<file path="src/rtl/ndf_page_reader.sv">
// ndf_page_reader: one NAND page read (00h, address cycles, 30h, R/B wait, byte stream out)
// Ports: clk_ndf/rst_n clock and async active-low reset; start/ce_sel/col_addr/row_addr/byte_count
// request; busy/done/timeout_err status; out_data/out_valid/out_ready byte stream;
// ndf_* flash pins (r_b_n and io_in in, io_out/io_oe/ce_n/cle/ale/we_n/re_n/wp_n out).
module ndf_page_reader #(
    parameter int ADDR_CYCLES = 5,
    parameter int TWB_CYC     = 4,
    parameter int TIMEOUT_CYC = 1000000,
    parameter int CNT_W       = 14
) (
    input  logic             clk_ndf,
    input  logic             rst_n,
    input  logic             start,
    input  logic             ce_sel,
    input  logic [15:0]      col_addr,
    input  logic [23:0]      row_addr,
    input  logic [CNT_W-1:0] byte_count,
    output logic             busy,
    output logic             done,
    output logic             timeout_err,
    output logic [7:0]       out_data,
    output logic             out_valid,
    input  logic             out_ready,
    input  logic             ndf_r_b_n,
    input  logic [7:0]       ndf_io_in,
    output logic [7:0]       ndf_io_out,
    output logic             ndf_io_oe,
    output logic [1:0]       ndf_ce_n,
    output logic             ndf_cle,
    output logic             ndf_ale,
    output logic             ndf_we_n,
    output logic             ndf_re_n,
    output logic             ndf_wp_n
);
    localparam int TW = $clog2((TIMEOUT_CYC > TWB_CYC ? TIMEOUT_CYC : TWB_CYC) + 1);
    localparam logic [2:0] LAST = 3'(ADDR_CYCLES + 1);

    typedef enum logic [3:0] {
        S_IDLE, S_SETUP, S_W1, S_W2, S_TWB, S_WAIT, S_R1, S_R2, S_R3, S_RWAIT, S_DONE
    } state_t;

    state_t state_q, state_d;
    logic [2:0] idx_q, idx_d;
    logic [TW-1:0] cnt_q, cnt_d;
    logic [CNT_W-1:0] rem_q;
    logic [39:0] addr_q;
    logic sel_q, sel_d;
    logic [1:0] rb_q;
    logic go, accept, tmo_fire, wr_d, busy_d;
    logic [7:0] wr_byte;
    logic busy_q, done_q, tmo_q, valid_q, oe_q, cle_q, ale_q, we_n_q, re_n_q;
    logic [7:0] data_q, io_q;
    logic [1:0] ce_n_q;

    assign go     = state_q == S_IDLE && start;
    assign accept = valid_q && out_ready;
    assign sel_d  = go ? ce_sel : sel_q;

    always_comb begin
        state_d  = state_q;
        idx_d    = idx_q;
        tmo_fire = 1'b0;
        case (state_q)
            S_IDLE:  state_d = start ? S_SETUP : S_IDLE;
            S_SETUP: begin
                state_d = S_W1;
                idx_d   = '0;
            end
            S_W1:    state_d = S_W2;
            S_W2:    begin
                state_d = idx_q == LAST ? S_TWB : S_W1;
                idx_d   = idx_q == LAST ? idx_q : idx_q + 3'd1;
            end
            S_TWB:   state_d = cnt_q == TW'(TWB_CYC - 1) ? S_WAIT : S_TWB;
            S_WAIT:  begin
                if (rb_q[1])
                    state_d = rem_q == '0 ? S_DONE : S_R1;
                else if (cnt_q == TW'(TIMEOUT_CYC - 1)) begin
                    state_d  = S_DONE;
                    tmo_fire = 1'b1;
                end
            end
            S_R1:    state_d = S_R2;
            S_R2:    state_d = S_R3;
            // a new R1 only starts once the held byte is being taken
            S_R3, S_RWAIT: state_d = accept ? (rem_q == '0 ? S_DONE : S_R1) : S_RWAIT;
            S_DONE:  state_d = S_IDLE;
            default: state_d = S_IDLE;
        endcase
        cnt_d   = (state_d == state_q && (state_q == S_TWB || state_q == S_WAIT)) ? cnt_q + 1'b1 : '0;
        wr_d    = state_d == S_W1 || state_d == S_W2;
        wr_byte = idx_d == '0 ? 8'h00 : idx_d == LAST ? 8'h30 : 8'(addr_q >> {idx_d - 3'd1, 3'b000});
        busy_d  = state_d != S_IDLE && state_d != S_DONE;
    end

    // outputs are registered from the next state so they line up with the state they belong to
    always_ff @(posedge clk_ndf or negedge rst_n) begin
        if (!rst_n) begin
            state_q <= S_IDLE;
            idx_q   <= '0;
            cnt_q   <= '0;
            rem_q   <= '0;
            addr_q  <= '0;
            sel_q   <= 1'b0;
            rb_q    <= '0;
            busy_q  <= 1'b0;
            done_q  <= 1'b0;
            tmo_q   <= 1'b0;
            valid_q <= 1'b0;
            data_q  <= '0;
            ce_n_q  <= 2'b11;
            cle_q   <= 1'b0;
            ale_q   <= 1'b0;
            we_n_q  <= 1'b1;
            re_n_q  <= 1'b1;
            oe_q    <= 1'b0;
            io_q    <= '0;
        end else begin
            state_q <= state_d;
            idx_q   <= idx_d;
            cnt_q   <= cnt_d;
            rb_q    <= {rb_q[0], ndf_r_b_n};
            sel_q   <= sel_d;
            if (go) begin
                addr_q <= {row_addr, col_addr};
                rem_q  <= byte_count;
            end else if (state_q == S_R2) begin
                rem_q  <= rem_q - 1'b1;
            end
            if (state_q == S_R2)
                data_q <= ndf_io_in;
            valid_q <= state_q == S_R2 || (valid_q && !out_ready);
            busy_q  <= busy_d;
            done_q  <= state_d == S_DONE;
            tmo_q   <= tmo_fire;
            ce_n_q  <= busy_d ? (sel_d ? 2'b01 : 2'b10) : 2'b11;
            cle_q   <= wr_d && (idx_d == '0 || idx_d == LAST);
            ale_q   <= wr_d && !(idx_d == '0 || idx_d == LAST);
            we_n_q  <= state_d != S_W1;
            re_n_q  <= !(state_d == S_R1 || state_d == S_R2);
            oe_q    <= wr_d;
            io_q    <= wr_d ? wr_byte : 8'h00;
        end
    end

    assign busy        = busy_q;
    assign done        = done_q;
    assign timeout_err = tmo_q;
    assign out_valid   = valid_q;
    assign out_data    = data_q;
    assign ndf_ce_n    = ce_n_q;
    assign ndf_cle     = cle_q;
    assign ndf_ale     = ale_q;
    assign ndf_we_n    = we_n_q;
    assign ndf_re_n    = re_n_q;
    assign ndf_io_oe   = oe_q;
    assign ndf_io_out  = io_q;
    assign ndf_wp_n    = 1'b0;
endmodule

</file>
<file path="config.mk">
export PLATFORM = sky130hd
export DESIGN_NAME = ndf_page_reader
export DESIGN_NICKNAME = d
export VERILOG_FILES = /design/src/rtl/ndf_page_reader.sv
export SDC_FILE = /design/constraint.sdc
export NUM_CORES = 1
export LEC_CHECK = 0
export ABC_AREA = 1
export CORE_ASPECT_RATIO = 2
export CORE_MARGIN = 10
export CORE_UTILIZATION = 45
export CTS_CLUSTER_SIZE = 10
export DETAILED_ROUTE_END_ITERATION = 8
export GPL_TIMING_DRIVEN = 0
export PLACE_DENSITY = 0.7
export SYNTH_ARGS = -nofsm -noshare
export SYNTH_HDL_FRONTEND = slang
export SYNTH_SLANG_ARGS = --single-unit
</file>
<file path="constraint.sdc">
create_clock -name clk_ndf -period 3.9 [get_ports clk_ndf]
set_input_delay 0.975 -clock clk_ndf [delete_from_list [all_inputs] [get_ports clk_ndf]]
set_output_delay 0.975 -clock clk_ndf [all_outputs]
set_load 0.02 [all_outputs]
</file>
==> impl_metrics.json <==
{
  "status": "finished, final reports clean",
  "dp_cells": 941,
  "ys_ff_latch": 111,
  "wl_met3_um": 740,
  "die_area_um2": 17500,
  "finalMaxSlewViolations": 0,
  "path_cells": "inv_1 -> ha_1 -> nand2_1 -> inv_1 -> nand2_1 -> nand3_4 -> nand2_4 -> buf_4 -> inv_2 -> ha_1 -> clkbuf_1 -> clkbuf_1 -> o211ai_1 -> nand3_1 -> nand2_1 -> nor2_1",
  "drtIter0Drc": 257,
  "period_minus_slack_ns": 3.14,
  "leakage_uw": 0.00325,
  "routed.top_layer": "met4",
  "grt_pass1_vias": 5399,
  "fin_util_pct": 57.8,
  "clk_latency_ns": 0.35,
  "antenna_found_initial": 0,
  "path_clk_slew_ns": 0.08,
  "tns_ns": 0,
  "syn_nets": 775,
  "worst_path_largest_cell_delay_ns": 0.48,
  "vias": 4982,
  "holdBufCountCts": 0,
  "cts_tree": "built",
  "die_w_um": 98.6,
  "grt_overflow": 0,
  "wl_met1_um": 5220,
  "synthCells": 699,
  "dr.pass1.iters": 5,
  "yosysWarnings": 0,
  "relSlewSlack_pct": 54.6,
  "grt_usage_pct": 17.8,
  "worst_setup_path_start_kind": "register",
  "crit_path_max_fanout": 10,
  "p_total_uw": 5010,
  "holdWs_ns": 0.364,
  "die_y_um": 177,
  "cts_resized": 0,
  "endpoint_kind": "register",
  "drt-total-wl_um": 15300,
  "final_cell_mix": "nand2_1, dfrtp_1, clkdlybuf4s50_1, nor2_1, inv_1",
  "ys_seq_area_share_pct": 50.1,
  "p_int_uw": 2830,
  "layout.nets": 881,
  "multi_input_area_um2": 2380,
  "fillCellCount": 1174,
  "clock.fmax_mhz": 318,
  "cts_setup_buffers": 0,
  "clkPwrFrac_pct": 18.3,
  "hold_class": "register to register",
  "syn_avg_cell_area_um2": 7.95,
  "finalHoldViolations": 0,
  "synth_enable_flop_cells": 0,
  "core_area_um2": 12100,
  "diodes": 0,
  "seq_area_um2": 2780,
  "p_seq_share_pct": 35.2,
  "reg2reg_slack_ns": 0.76,
  "fp-row-count": 57,
  "yosys.area.top_type": "dfrtp_1",
  "routedWlPerCell_um": 16.0,
  "critPathRequiredTime_ns": 4.19,
  "grt_first_pass_wirelength_um": 25400,
  "htree_levels": 3,
  "dp_hpwl_um": 12200,
  "skew_ns": 0.0115,
  "wl_met2_um": 8490,
  "cp_common_cell": "nand2_1",
  "final_common_cell": "nand2_1",
  "powerDensity_nw_per_um2": 714,
  "async_flop_share_pct": 100,
  "maxCapViolations": 0,
  "grt_max_degree": 62,
  "net-switching-power_uw": 2170,
  "drc": 0,
  "tightest_slew_ns": 0.681,
  "setup_viol": 0,
  "worstSetupPathType": "register to register",
  "cp_slowest_cell": "clkbuf_1",
  "io_pins": 96,
  "synth_flop_cell": "dfrtp_1",
  "arrival_ns": 3.43,
  "ir_worst_vdd_mv": 0.475,
  "place_congestion": 0.899,
  "p_comb_share_pct": 46.5,
  "cts.sinks": 111,
  "start_util_pct": 45.9,
  "netlist_area_um2": 5560,
  "ant_nets": 0,
  "clockBufferDepth": 2,
  "cts_buffers": 9,
  "rsz0062_at_grt": "no",
  "port_buffers": 94,
  "cts_root_buf": "clkbuf_16",
  "synth_cell_type_count": 39,
  "area_growth_pct": 26.0,
  "yosysTopAreaCellShare_pct": 48.2,
  "final_cells": 957,
  "via_per_inst": 5.21,
  "swShare_pct": 43.4,
  "drive_gt1_share_pct": 6.17,
  "fin_crit_sh_pct": 80.5,
  "yosys-top-cells-area": "dfrtp_1, nand2_1, nor2_1"
}
worst max-delay path: cells and delay by family (launching register included):
| family | cells | cell delay (ns) |
|---|---|---|
| buffers and inverters | 6 | 1.21 |
| AOI/OAI and AO/OA | 1 | 0.20 |
| and+or+nand+nor | 7 | 0.81 |
| DFF | 1 | 0.38 |
| adders and majority gates | 2 | 0.47 |
per-layer routing:
| layer | vias up | track usage, % |
|---|---|---|
| li1 | 2424 | - |
| met1 | 2341 | 16.4 |
| met2 | 173 | 34.7 |
| met3 | 44 | 3.40 |
| met4 | 0 | 10.2 |
| met5 | - | 0 |
per-stage QoR:
stage	area [um^2]	worst slack, ns
floorplan	5560	1.39
global placement	6680	-2.37
detailed placement	6710	0.760
CTS	7010	0.751
global route	7010	0.422
finish	7010	0.760
layout make-up:
cell class | instances | area share, %
clock inverter | 6 | 0.839
inverter | 73 | 3.91
timing repair buffer | 95 | 13.8
sequential | 111 | 39.7
tap | 147 | 2.62
multi-input combinational | 493 | 34.0
clock buffer | 10 | 3.41
buffer | 22 | 1.70
power by group through the flow:
stage	logic (uW)	clock network [uW]	registers, uW
after floorplan	1440	0	1820
after global placement	2280	0	1760
after detailed placement	2340	0	1770
after CTS	2350	939	1760
after global routing	2650	977	1800
final	2330	918	1760
final timing paths:
check                           startpoint       endpoint  cells after the start
worst max-delay path              idx_q[0]  ndf_io_out[1]                     16
worst min-delay path               rb_q[0]        rb_q[1]                      0
worst max register to register    idx_q[0]  ndf_io_out[1]                     16
worst min register to register     rb_q[0]        rb_q[1]                      0
max in group asynchronous            rst_n       ndf_re_n                      2
min in group asynchronous            rst_n       rem_q[1]                      1
cell families after synthesis:
family,synth area share (%)
and+or+nand+nor,30.4
AOI/OAI and AO/OA,7.11
adders and majority gates,1.80
xor gates and xnor gates,3.47
other,0.0675
buffers and inverters,7.07
DFF,50.1
sequential cells by signal, summed over array words and instances (netlist names):
register and cells:
ndf_re_n 1, ndf_we_n 1, timeout_err 1, ndf_io_oe 1, out_valid 1, sel_q 1, addr_q 40, rb_q 2
out_data 8, ndf_ce_n 2, state_q 4, rem_q 14, ndf_cle 1, done 1, busy 1, ndf_ale 1
cnt_q 20, idx_q 3, ndf_io_out 8
cell usage after synthesis (all sizes together) (3+ instances only):
cell type	instances
nand3b	6
ha	8
dfstp	4
nand2	233
inv	72
dfrtp	107
o211ai	17
buf	12
nand3	46
nand4	9
o21ai	29
nor4	4
a21oi	10
xnor2	7
nor3	9
xor2	15
o221ai	3
nor2	88
clkbuf	10
Note: power is estimated with default switching activity, not from simulation.
